--- config.mk ---
export PLATFORM = sky130hd
export DESIGN_NAME = instr_mem_loader_flat
export DESIGN_NICKNAME = d
export VERILOG_FILES = /design/src/rtl/instr_mem_loader_if.sv /design/src/rtl/instr_mem_loader.sv /design/src/flat_wrapper.sv
export SDC_FILE = /design/constraint.sdc
export NUM_CORES = 1
export LEC_CHECK = 0
export BUFFER_PORTS_ARGS = -buffer_cell sky130_fd_sc_hd__buf_2
export CAP_MARGIN = 20
export CELL_PAD_IN_SITES_DETAIL_PLACEMENT = 0
export CELL_PAD_IN_SITES_GLOBAL_PLACEMENT = 1
export CORE_MARGIN = 5
export CORE_UTILIZATION = 33
export CTS_CLUSTER_SIZE = 10
export DETAILED_ROUTE_END_ITERATION = 12
export GPL_ROUTABILITY_DRIVEN = 0
export PLACE_DENSITY_LB_ADDON = 0.1
export SYNTH_ARGS = -nofsm -noshare
export SYNTH_HDL_FRONTEND = slang
export SYNTH_SLANG_ARGS = --single-unit
--- constraint.sdc ---
create_clock -name clk -period 1.4 [get_ports clk]
set_input_delay 0.21 -clock clk [delete_from_list [all_inputs] [get_ports clk]]
set_output_delay 0.21 -clock clk [all_outputs]
set_load 0.02 [all_outputs]
--- src/rtl/instr_mem_loader_if.sv ---
// Bus bundle for instr_mem_loader: load control, upstream byte stream,
// instruction-memory write port and status.
//   master : load requester / byte source / memory + status observer
//   slave  : the loader itself
interface instr_mem_loader_if #(
    parameter int ADDR_W = 8
);
    logic              start;
    logic [ADDR_W-1:0] last_addr;
    logic              byte_valid;
    logic [7:0]        byte_data;
    logic              byte_ready;
    logic              mem_we;
    logic [ADDR_W-1:0] mem_addr;
    logic [71:0]       mem_wdata;
    logic              cpu_hold;
    logic              busy;
    logic              done;
    logic              err;

    modport master (
        output start, last_addr, byte_valid, byte_data,
        input  byte_ready, mem_we, mem_addr, mem_wdata, cpu_hold, busy, done, err
    );

    modport slave (
        input  start, last_addr, byte_valid, byte_data,
        output byte_ready, mem_we, mem_addr, mem_wdata, cpu_hold, busy, done, err
    );
endinterface

--- src/rtl/instr_mem_loader.sv ---
// instr_mem_loader: streams bytes into 72-bit instruction words (MSB-first,
// 9 bytes per word) and writes them to consecutive instruction-memory
// addresses 0..last_addr, holding the CPU in reset while loading.
//
// Ports:
//   clk  - sole clock, rising edge
//   rst  - synchronous active-high reset
//   bus  - instr_mem_loader_if.slave: start/last_addr, byte_valid/byte_data/
//          byte_ready, mem_we/mem_addr/mem_wdata, cpu_hold, busy, done, err
//
// Optional feature: define LOADER_CHECKSUM_EN to add the CHECK state, which
// accepts one trailing byte and flags err when it differs from the XOR of
// all data bytes of the load. Without it err is tied low.
//
// state   | meaning
// --------+-----------------------------------------------------------
// IDLE    | waiting for start; last_addr captured on accept
// COLLECT | accepting the 9 bytes of the current word
// WRITE   | one-cycle memory write of the assembled word
// CHECK   | accepting the checksum byte (LOADER_CHECKSUM_EN only)
// DONE    | one-cycle done pulse, then back to IDLE
module instr_mem_loader #(
    parameter int ADDR_W = 8
) (
    input  logic              clk,
    input  logic              rst,
    instr_mem_loader_if.slave bus
);

    localparam logic [2:0] S_IDLE    = 3'd0;
    localparam logic [2:0] S_COLLECT = 3'd1;
    localparam logic [2:0] S_WRITE   = 3'd2;
    localparam logic [2:0] S_DONE    = 3'd3;
`ifdef LOADER_CHECKSUM_EN
    localparam logic [2:0] S_CHECK   = 3'd4;
`endif

    logic [2:0]        state_q, state_d;
    logic [ADDR_W-1:0] addr_q, addr_d;
    logic [ADDR_W-1:0] last_q, last_d;
    logic [3:0]        cnt_q, cnt_d;
    logic [71:0]       word_q, word_d;
    logic              byte_ready;
    logic              accept;

`ifdef LOADER_CHECKSUM_EN
    logic [7:0]        xor_q, xor_d;
    logic              err_q, err_d;
    assign byte_ready = (state_q == S_COLLECT) || (state_q == S_CHECK);
`else
    assign byte_ready = (state_q == S_COLLECT);
`endif

    assign accept = bus.byte_valid && byte_ready;

    always_comb begin
        state_d = state_q;
        addr_d  = addr_q;
        last_d  = last_q;
        cnt_d   = cnt_q;
        word_d  = word_q;
`ifdef LOADER_CHECKSUM_EN
        xor_d   = xor_q;
        err_d   = err_q;
`endif
        case (state_q)
            S_IDLE: begin
                if (bus.start) begin
                    last_d  = bus.last_addr;
                    addr_d  = '0;
                    cnt_d   = '0;
`ifdef LOADER_CHECKSUM_EN
                    xor_d   = '0;
                    err_d   = 1'b0;
`endif
                    state_d = S_COLLECT;
                end
            end
            S_COLLECT: begin
                if (accept) begin
                    // Shift left so the first byte ends up in 71:64.
                    word_d = {word_q[63:0], bus.byte_data};
`ifdef LOADER_CHECKSUM_EN
                    xor_d  = xor_q ^ bus.byte_data;
`endif
                    if (cnt_q == 4'd8) begin
                        state_d = S_WRITE;
                    end else begin
                        cnt_d = cnt_q + 4'd1;
                    end
                end
            end
            S_WRITE: begin
                // Terminate on equality before incrementing, so the
                // address counter can never wrap past all-ones.
                if (addr_q != last_q) begin
                    addr_d  = addr_q + ADDR_W'(1);
                    cnt_d   = '0;
                    state_d = S_COLLECT;
                end else begin
`ifdef LOADER_CHECKSUM_EN
                    state_d = S_CHECK;
`else
                    state_d = S_DONE;
`endif
                end
            end
`ifdef LOADER_CHECKSUM_EN
            S_CHECK: begin
                if (accept) begin
                    err_d   = (bus.byte_data != xor_q);
                    state_d = S_DONE;
                end
            end
`endif
            S_DONE: begin
                state_d = S_IDLE;
            end
            default: begin
                state_d = S_IDLE;
            end
        endcase
    end

    always_ff @(posedge clk) begin
        if (rst) begin
            state_q <= S_IDLE;
            addr_q  <= '0;
            last_q  <= '0;
            cnt_q   <= '0;
            word_q  <= '0;
`ifdef LOADER_CHECKSUM_EN
            xor_q   <= '0;
            err_q   <= 1'b0;
`endif
        end else begin
            state_q <= state_d;
            addr_q  <= addr_d;
            last_q  <= last_d;
            cnt_q   <= cnt_d;
            word_q  <= word_d;
`ifdef LOADER_CHECKSUM_EN
            xor_q   <= xor_d;
            err_q   <= err_d;
`endif
        end
    end

    assign bus.byte_ready = byte_ready;
    assign bus.mem_we     = (state_q == S_WRITE);
    assign bus.mem_addr   = addr_q;
    assign bus.mem_wdata  = word_q;
    assign bus.busy       = (state_q != S_IDLE);
    assign bus.cpu_hold   = (state_q != S_IDLE);
    assign bus.done       = (state_q == S_DONE);
`ifdef LOADER_CHECKSUM_EN
    assign bus.err        = err_q;
`else
    assign bus.err        = 1'b0;
`endif

endmodule

--- src/flat_wrapper.sv ---
// flat-port wrapper written by rule: the top's interface ports become plain ports
module instr_mem_loader_flat 
#(
    parameter int ADDR_W = 8
)
  (clk, rst, bus_start, bus_last_addr, bus_byte_valid, bus_byte_data, bus_byte_ready, bus_mem_we, bus_mem_addr, bus_mem_wdata, bus_cpu_hold, bus_busy, bus_done, bus_err);
  instr_mem_loader_if #(.ADDR_W(ADDR_W)) bus_i ();
  input  logic clk;
  input  logic rst;
  input wire logic [$bits(bus_i.start)-1:0] bus_start;
  input wire logic [$bits(bus_i.last_addr)-1:0] bus_last_addr;
  input wire logic [$bits(bus_i.byte_valid)-1:0] bus_byte_valid;
  input wire logic [$bits(bus_i.byte_data)-1:0] bus_byte_data;
  output wire logic [$bits(bus_i.byte_ready)-1:0] bus_byte_ready;
  output wire logic [$bits(bus_i.mem_we)-1:0] bus_mem_we;
  output wire logic [$bits(bus_i.mem_addr)-1:0] bus_mem_addr;
  output wire logic [$bits(bus_i.mem_wdata)-1:0] bus_mem_wdata;
  output wire logic [$bits(bus_i.cpu_hold)-1:0] bus_cpu_hold;
  output wire logic [$bits(bus_i.busy)-1:0] bus_busy;
  output wire logic [$bits(bus_i.done)-1:0] bus_done;
  output wire logic [$bits(bus_i.err)-1:0] bus_err;
  assign bus_i.start = bus_start;
  assign bus_i.last_addr = bus_last_addr;
  assign bus_i.byte_valid = bus_byte_valid;
  assign bus_i.byte_data = bus_byte_data;
  assign bus_byte_ready = bus_i.byte_ready;
  assign bus_mem_we = bus_i.mem_we;
  assign bus_mem_addr = bus_i.mem_addr;
  assign bus_mem_wdata = bus_i.mem_wdata;
  assign bus_cpu_hold = bus_i.cpu_hold;
  assign bus_busy = bus_i.busy;
  assign bus_done = bus_i.done;
  assign bus_err = bus_i.err;
  instr_mem_loader #(.ADDR_W(ADDR_W)) u_core (.clk(clk), .rst(rst), .bus(bus_i));
endmodule
==> run_results.csv, run 1 <==
group,metric,value,unit
status,status,"finished with violations",
status,violations,"setup timing",
detailed_routing,dr_total_vias,3444,
setup_path,rr_worst_depth,5,
floorplanning,rows,38,
hold_path,worstHoldEndpoint,"u_core.last_q[5]",
floorplanning,core_area,0.01079,mm^2
synth,netlist_instances,457,
floorplanning,die_h,114.6,um
setup_path,crit_required,1650,ps
clock_network,cts_tree,"done",
final_layout,syn_to_final_growth,38.54,%
final_layout,final_cell_mix,"169 x nand2_1, 101 x buf_2, 84 x a21oi_1",
clock_network,h-tree-depth,3,
floorplanning,die-area,0.01312,mm^2
synth,synth_area_per_cell,7.893,um^2
flow_run,drv_cap,0,
timing,final.min_clock_period,1437,ps
final_layout,fin_util,0.4630,
timing,finalHoldViolCount,0,
detailed_routing,routed_via_density,4.757,
setup_path,worstSetupStartpointType,"flip-flop",
timing,slew_headroom,0.5779,
hold_path,min-delay-start,"bus_last_addr[5]",
synth,synth_top_area_share,0.5217,
grt,grt_pass1_wl,16400,um
final_layout,fillers,1092,
power,p_leak,0.002050,uW
synth,synth-edff-count,0,
final_layout,num_antenna_cells,0,
final_layout,drive_gt1_frac,0.3562,
grt,antenna_found_initial,0,
setup_path,r2r_start,"u_core.bus.mem_addr[6]",
grt,grt_usage,0.1560,
hold_path,min_path_type,"input port to flip-flop",
timing,grt_setup_unrepaired,"yes",
synth,ys_ff_latch,94,
timing,setup_violations,3,
synth,ys_types,40,
floorplanning,ios,106,
detailed_routing,drt_wl_total,10140,um
power,p_per_area,974.2,mW/mm^2
floorplanning,initial_utilization,0.3342,
clock_network,cts_buffers,9,
synth,yosys.area.top_type,"dfxtp_1",
detailed_routing,ant_nets,0,
timing,fin_crit_sh,1.026,
setup_path,endpoint_kind,"flip-flop",
floorplanning,dieWidth,114.6,um
detailed_routing,drcViolationCount,0,
synth,ys_async_sr_fraction,0,
place,place_ws,-191.0,ps
detailed_routing,wire_per_inst,14.00,um
power,max-vdd-ir-drop,475.7,uV
place,port_buffers,104,
clock_network,clock-sinks,94,
detailed_routing,drtIter0Drc,128,
setup_path,worst-path-max-fanout,6,
grt,grt_pass1_vias,3279,
setup_path,r2r_end,"u_core.bus.mem_addr[7]",
setup_path,crit_arrival,1680,ps
timing,fin_ws,-36.58,ps
grt,grt_overflow_total,0,
timing,fin_worst_skew,5.407,ps
setup_path,r2r_slack,-40,ps
final_layout,final_common_cell,"nand2_1",
clock_network,cts-hold-fix-buffers,0,
timing,slew_violations,0,
clock_network,clk_transition_reported_paths,90,ps
detailed_routing,dr.pass1.iters,4,
synth,ys_warn_count,0,
timing,whs,79.08,ps
hold_path,min_delay_path_depth,3,
timing,worstMarginPinSlew,633.1,ps
clock_network,clock_path_buffers,2,
clock_network,cts_root_buf,"clkbuf_8",
synth,netlist_area,0.003607,mm^2
grt,grt_start_max_net_pins,60,
final_layout,finalNetCount,602,
synth,synthFlopType,"dfxtp_1",
synth,synth.area.top_cells,"dfxtp_1 52%, nand2_1 18%, a21oi_1 12%",
timing,fmax,696.1,MHz
place,dp_hpwl,6931,um
setup_path,crit_type,"flip-flop to flip-flop",
clock_network,worstSkewPairLatency,350,ps
synth,seq_area_frac_synth,0.5217,
synth,syn_nets,480,
-- power breakdown --
part | internal, uW | leakage [uW] | switching [uW]
clock | 743 | 0.0000934 | 904
sequential | 2690 | 0.000770 | 34.5
combinational | 196 | 0.00119 | 299
-- repair_timing --
action	4_1_cts	5_1_grt
buffers inserted	2	5
cloned	1	0
pin swaps	12	24
setup endpoints to repair	17	19
resized for setup	34	23
endpoints found under the hold margin	0	0
-- metal layers --
metal  GRT usage  share of wire  vias to the layer above
met5           0              0                        -
met4     0.06176          0.014                        0
met3     0.04334          0.070                       11
met2      0.2518           0.48                       78
met1      0.1968           0.43                     1611
li1            -              -                     1744
-- how the worst max path moves through the flow --
stage	startpoint	to	depth (start not counted)
after global placement	u_core.bus.mem_addr[1]	u_core.cnt_q[0]	6
after CTS	u_core.last_q[5]	u_core.cnt_q[0]	5
after global routing	u_core.bus.mem_addr[5]	u_core.bus.mem_addr[7]	5
after detailed placement	u_core.bus.mem_addr[2]	u_core.bus.mem_addr[7]	5
final	u_core.bus.mem_addr[6]	u_core.bus.mem_addr[7]	5
after floorplan	u_core.bus.mem_addr[3]	u_core.bus.mem_addr[7]	5
-- worst max-delay path: stages (launching register included) --
cell and delay [ps]:
dfxtp_4 360, xnor2_2 190, nand4_4 200, nor2_4 240, nor4b_2 80, a211o_1 260
-- layout make-up --
type | instances | area, um^2 | area share
Sequential cell | 94 | 1926 | 0.3853
Multi-Input combinational cell | 328 | 1849 | 0.3701
Timing Repair Buffer | 139 | 843.3 | 0.1688
Tap cell | 140 | 175.2 | 0.03505
Clock buffer | 13 | 158.9 | 0.03180
Inverter | 7 | 26.28 | 0.005258
Clock inverter | 3 | 18.77 | 0.003756
-- Yosys cell counts, types with 2 or more instances --
master / n
a21oi_1: 84
and2_1: 3
and3_2: 2
and3b_1: 2
buf_1: 5
buf_4: 3
clkbuf_1: 19
dfxtp_1: 94
ha_1: 3
inv_1: 7
nand2_1: 171
nand2b_1: 3
nand3_1: 10
nand4_2: 2
nor2_1: 10
nor3b_1: 3
o211ai_1: 2
o21ai_0: 3
o22ai_1: 2
or4_1: 2
xnor2_1: 8
-- cells by family (layout without fill, tap and decap cells) --
| logic type | count (synthesis) | count (layout) | synth area share |
|---|---|---|---|
| buffers and inverters | 36 | 162 | 0.04301 |
| XOR/XNOR | 8 | 8 | 0.01942 |
| flip-flops | 94 | 94 | 0.5217 |
| other | 1 | 1 | 0.001040 |
| AO/OA/AOI/OAI | 99 | 99 | 0.1471 |
| adder cells (fa/ha/maj) | 3 | 3 | 0.01041 |
| multiplexers | 2 | 2 | 0.005897 |
| AND/OR/NAND/NOR | 214 | 215 | 0.2515 |
-- registers in the layout, indices dropped and copies added, names as in the netlist --
name,cells
u_core.bus.mem_wdata,72
u_core.bus.mem_addr,8
u_core.last_q,8
u_core.cnt_q,4
u_core.state_q,2
-- through the flow --
step	std cells	setup TNS [ps]	area (um^2)	total power, uW
2_1_floorplan	457	-16.85	3660	3026
3_3_place_gp	701	-1055	4488	3180
3_5_place_dp	701	-1436	4488	3186
4_1_cts	719	-84.17	4862	4934
5_1_grt	724	-656.1	4997	5150
6_report	724	-78.82	4997	4868
No activity file was read; power rests on OpenSTA's default activity.
==> run 2, diff against run 1 <==
- ABC_AREA: unset -> 1
==> run 2 against run 1 <==
The flow now finishes without violations. Power is 22% higher. Clock skew is essentially flat. Register-to-register slack improved by 40 ps. Critical path type is now flip-flop to primary output. Critical endpoint is now bus_byte_ready. Highest routed layer unchanged.
==> run_results.csv, run 2 <==
group,metric,value,unit
status,status,"complete, no violations",
synth,netlist_area,0.003865,mm^2
setup_path,r2r_slack,6,ps
grt,grt_pass1_wl,18820,um
detailed_routing,routed_via_density,4.885,
power,p_per_area,1159,mW/mm^2
floorplanning,initial_utilization,0.3370,
floorplanning,die-area,0.01398,mm^2
clock_network,clk_transition_reported_paths,60,ps
timing,final.min_clock_period,1394,ps
grt,grt_overflow_total,0,
setup_path,r2r_start,"u_core.state_q[0]",
synth,ys_ff_latch,94,
clock_network,clock_path_buffers,2,
place,port_buffers,104,
flow_run,drv_cap,0,
synth,seq_area_frac_synth,0.4869,
timing,fin_setup_tns,0,ps
detailed_routing,drcViolationCount,0,
timing,fmax,717.1,MHz
timing,finalHoldViolCount,0,
clock_network,cts_buffers,9,
setup_path,crit_required,1190,ps
detailed_routing,dr.pass1.iters,4,
final_layout,final_cell_mix,"108 x nand2_1, 102 x buf_2, 84 x a21oi_1",
timing,setup_violations,0,
setup_path,worst-path-max-fanout,6,
final_layout,largest_register_ffs,72,
synth,ys_types,30,
synth,synthFlopType,"dfxtp_1",
clock_network,cts_root_buf,"clkbuf_16",
setup_path,endpoint_kind,"primary output",
setup_path,worstSetupStartpointType,"flip-flop",
clock_network,clock-sinks,94,
timing,fin_worst_skew,5.734,ps
place,dp_hpwl,7245,um
synth,yosys.area.top_type,"dfxtp_1",
synth,synth.area.top_cells,"dfxtp_1 49%, a21oi_1 12%, nand3_1 11%",
synth,synth_area_per_cell,7.623,um^2
hold_path,min_path_type,"input port to flip-flop",
power,max-vdd-ir-drop,903.4,uV
detailed_routing,ant_nets,0,
detailed_routing,dr_total_vias,3747,
synth,synth_top_area_share,0.4869,
hold_path,min_delay_path_depth,3,
grt,antenna_found_initial,0,
setup_path,rr_worst_depth,9,
grt,grt_pass1_vias,3688,
timing,grt_setup_unrepaired,"yes",
detailed_routing,drt_wl_total,11350,um
floorplanning,dieWidth,118.2,um
power,p_leak,0.002160,uW
place,post-place-cells,738,
floorplanning,rows,39,
timing,slew_violations,0,
setup_path,r2r_end,"u_core.bus.mem_addr[4]",
synth,synthTopCellsByCount,"111 x nand2_1, 94 x dfxtp_1, 89 x a21oi_1",
synth,synth_most_common_cell,"nand2_1",
setup_path,critPathLaunch,"u_core.state_q[1]",
final_layout,final_common_cell,"nand2_1",
synth,ys_async_sr_fraction,0,
final_layout,fin_cells,767,
clock_network,h-tree-depth,3,
final_layout,drive_gt1_frac,0.3221,
floorplanning,die_h,118.2,um
final_layout,finalNetCount,642,
clock_network,cts_tree,"done",
synth,syn_nets,530,
clock_network,worstSkewPairLatency,340,ps
synth,ys_warn_count,0,
setup_path,crit_type,"flip-flop to primary output",
floorplanning,ios,106,
synth,synth-edff-count,0,
grt,grt_usage,0.1609,
detailed_routing,wire_per_inst,14.80,um
setup_path,crit_end,"bus_byte_ready",
setup_path,crit_arrival,1180,ps
final_layout,fin_util,0.4463,
final_layout,num_antenna_cells,0,
timing,fin_crit_sh,0.9960,
final_layout,syn_to_final_growth,32.41,%
detailed_routing,drtIter0Drc,206,
floorplanning,core_area,0.01147,mm^2
synth,netlist_instances,507,
grt,grt_start_max_net_pins,80,
[run 2: changes by cell type after synthesis, sizes merged, moves of 10 or more]
cell    before  now
inv          7   27
nand3       10   87
nor2        11   23
nand2      171  117
buf         10   29
clkbuf      19    9
[run 2: how the worst min path moves through the flow]
stage                       endpoint             start
finish              u_core.last_q[2]  bus_last_addr[2]
global route        u_core.last_q[1]  bus_last_addr[1]
CTS                 u_core.last_q[6]  bus_last_addr[6]
detailed placement  u_core.last_q[2]  bus_last_addr[2]
global placement    u_core.last_q[6]  bus_last_addr[6]
floorplan           u_core.last_q[1]  bus_last_addr[1]
[run 2: power by group]
part,internal [uW],switching [uW],leakage (uW),total [uW]
Combinational,328,529,0.00127,857
Clock,1250,1020,0.000126,2270
Sequential,2740,57.4,0.000766,2800
Total,4320,1610,0.00216,5930
[run 2: kinds of logic (layout without fill, tap and decap cells)]
logic type | after synthesis | after routing | synth area share
other | 1 | 1 | 0.0009703
DFF | 94 | 94 | 0.4869
AOI/OAI and AO/OA | 103 | 103 | 0.1360
xor gates and xnor gates | 5 | 5 | 0.01133
buffers and inverters | 65 | 182 | 0.07737
and+or+nand+nor | 236 | 236 | 0.2778
adders and majority gates | 3 | 3 | 0.009713
[run 2: timing repair]
item / 4_1_cts / 5_1_grt
hold buffers: 0 / 0
gates cloned: 1 / 0
pin swaps: 1 / 14
setup endpoints to repair: 20 / 25
gates resized for setup: 23 / 29
setup buffers: 5 / 7
[run 2: worst max-delay path, stage by stage (launching register included)]
cell and delay [ps]:
dfxtp_4 390, inv_4 50, nand2_4 100, inv_6 50, buf_12 130, buf_8 120
[run 2: area by class of cell]
type / instances / area (um^2)
Sequential cell: 94 / 1901
Clock inverter: 3 / 20.02
Inverter: 27 / 113.9
Timing Repair Buffer: 139 / 890.9
Multi-Input combinational cell: 348 / 1763
Clock buffer: 13 / 250.2
Fill cell: 1183 / 6350
Tap cell: 143 / 178.9
[run 2: layer usage]
layer,GRT usage,wire (um),up-vias
met3,0.06638,705,8
li1,-,-,1906
met5,0,0,-
met2,0.2437,5232,99
met1,0.2117,5326,1734
met4,0.04444,90,0
[run 2: through the flow]
stage / hold WS, ps / total power [uW] / setup WS [ps] / instance area [um^2]
floorplan: 344.9 / 3356 / 8.410 / 3869
global route: 92.80 / 6213 / -87.90 / 5117
detailed placement: 443.3 / 3577 / -103.2 / 4583
global placement: 431.0 / 3570 / -55.96 / 4583
finish: 88.24 / 5932 / 5.541 / 5117
CTS: 73.49 / 5949 / -69.65 / 4982
==> run 3, diff against run 2 <==
- CORE_MARGIN: 5 -> 2
- CORE_UTILIZATION: 33 -> 40
- SLEW_MARGIN: unset -> 5
- clock period: 1.4 -> 1.7 ns (I/O delays scaled with it)
==> run 3 against run 2 <==
Power decreased by 24%. Cell count decreased by 5.5%. Clock power decreased by 27%. Clock-buffer cell count decreased by 4. Combinational power decreased by 34%. Utilization increased by 5.5 points. Sequential power decreased by 18%. Critical endpoint unchanged.
==> run_results.csv, run 3 (synthesized netlist as in run 2, its figures left out) <==
group,metric,value,unit
floorplanning,dieWidth,102.3,um
grt,grt_start_max_net_pins,80,
clock_network,cts_root_buf,"clkbuf_8",
clock_network,clk_transition_reported_paths,90,ps
timing,fin_worst_skew,12.39,ps
floorplanning,core_area,0.009328,mm^2
final_layout,num_antenna_cells,0,
floorplanning,ios,106,
flow_run,drv_cap,0,
grt,grt_usage,0.1942,
setup_path,worstSetupStartpointType,"flip-flop",
clock_network,cts_tree,"done",
setup_path,crit_type,"flip-flop to primary output",
final_layout,fillers,997,
timing,worstMarginPinSlew,538.1,ps
final_layout,final_common_cell,"nand2_1",
power,p_leak,0.001979,uW
place,dp_hpwl,6490,um
floorplanning,rows,35,
setup_path,endpoint_kind,"primary output",
timing,fin_setup_tns,0,ps
floorplanning,die-area,0.01046,mm^2
clock_network,clock-sinks,94,
clock_network,cts-hold-fix-buffers,0,
setup_path,crit_arrival,1350,ps
grt,grt_overflow_total,0,
timing,slew_violations,0,
timing,fin_crit_sh,0.9426,
place,port_buffers,104,
timing,slew_headroom,0.6409,
detailed_routing,drt_wl_total,10090,um
hold_path,min_path_type,"input port to flip-flop",
timing,finalHoldViolCount,0,
power,swShare,0.2769,
detailed_routing,routed_via_density,5.032,
power,p_seq_frac,0.510,
grt,grt_pass1_vias,3326,
final_layout,final_cell_mix,"111 x nand2_1, 104 x buf_2, 92 x dfxtp_1",
setup_path,slowest_delay,360,ps
timing,whs,115.8,ps
floorplanning,initial_utilization,0.4144,
detailed_routing,dr.pass1.iters,4,
detailed_routing,ant_nets,0,
status,status,"complete, no violations",
place,post_dp_cell_area,0.004447,mm^2
timing,fmax,624.1,MHz
power,comb_power_share,0.124,
final_layout,fin_area,0.004677,mm^2
final_layout,finalNetCount,615,
setup_path,crit_required,1440,ps
power,max-vdd-ir-drop,521.3,uV
floorplanning,die_h,102.3,um
final_layout,largest_register_ffs,72,
detailed_routing,wire_per_inst,13.92,um
detailed_routing,drcViolationCount,0,
power,p_per_area,965.1,mW/mm^2
clock_network,clock_path_buffers,2,
timing,setup_violations,0,
grt,grt_pass1_wl,16190,um
timing,final.min_clock_period,1602,ps
clock_network,cts_buffers,9,
setup_path,worst-path-max-fanout,19,
grt,antenna_found_initial,0,
clock_network,h-tree-depth,3,
setup_path,path_cells,"inv_2 -> nand2_2 -> inv_4 -> buf_8 -> buf_2",
clock_network,post_cts_buffers,0,
detailed_routing,drtIter0Drc,153,
power,p_sw,1250,uW
power,p_int,3264,uW
timing,grt_setup_unrepaired,"no",
power,pwr-share-clk,0.366,
final_layout,syn_to_final_growth,21.01,%
detailed_routing,dr_total_vias,3648,
setup_path,slowest_stage,"dfxtp_2",
clock_network,worstSkewPairLatency,360,ps
final_layout,drive_gt1_frac,0.2466,
[run 3: power groups by stage]
stage	Clock (uW)	Combinational, uW	Sequential [uW]
5_1_grt	1780	627	2310
4_1_cts	1700	564	2300
3_3_place_gp	0	554	2350
2_1_floorplan	0	399	2360
6_report	1650	562	2300
3_5_place_dp	0	556	2350
[run 3: layout make-up]
type	count	area [um^2]	area share
clock inverters	6	93.84	0.02006
repair buffers	112	625.6	0.1338
flip-flops and latches	94	1884	0.4029
clock buffers	9	123.9	0.02648
well taps	129	161.4	0.03451
inverters	27	103.9	0.02220
multi-input cells	348	1684	0.3601
[run 3: path summary, 6_finish.rpt]
check | start | endpoint | slack [ps] | cells after the start
worst max-delay path | u_core.state_q[1] | bus_byte_ready | 100 | 5
worst min-delay path | bus_last_addr[2] | u_core.last_q[2] | 120 | 3
worst max register to register | u_core.bus.mem_addr[5] | u_core.cnt_q[0] | 200 | 11
worst min register to register | u_core.bus.mem_wdata[64] | u_core.bus.mem_wdata[64] | 460 | 2
[run 3: layer usage]
metal | part of all wire | GRT usage
met5 | 0 | 0
met4 | 0.0077 | 0.07077
met3 | 0.056 | 0.03830
met2 | 0.46 | 0.3128
met1 | 0.47 | 0.2595
[run 3: critical path: cells and delay by family (launching register included)]
family,cells,cell delay (ps)
buf+inv,4,530
flops,1,360
simple gates,1,100
[run 3: repair_timing]
action | 4_1_cts | 5_1_grt
gates resized for setup | 3 | 2
pin swaps | 0 | 0
cloned | 0 | 0
endpoints found under the setup margin | 1 | 1
[run 3: metrics by stage]
| step | utilization | total power, uW | setup WS [ps] | cells |
|---|---|---|---|---|
| 2_1_floorplan | - | 2764 | 248.9 | 507 |
| 6_report | 0.5014 | 4514 | 97.64 | 725 |
| 3_3_place_gp | 0.4767 | 2903 | 217.1 | 710 |
| 3_5_place_dp | 0.4767 | 2907 | 208.3 | 710 |
| 5_1_grt | 0.5014 | 4718 | 1.721 | 725 |
| 4_1_cts | 0.5010 | 4560 | 5.797 | 725 |
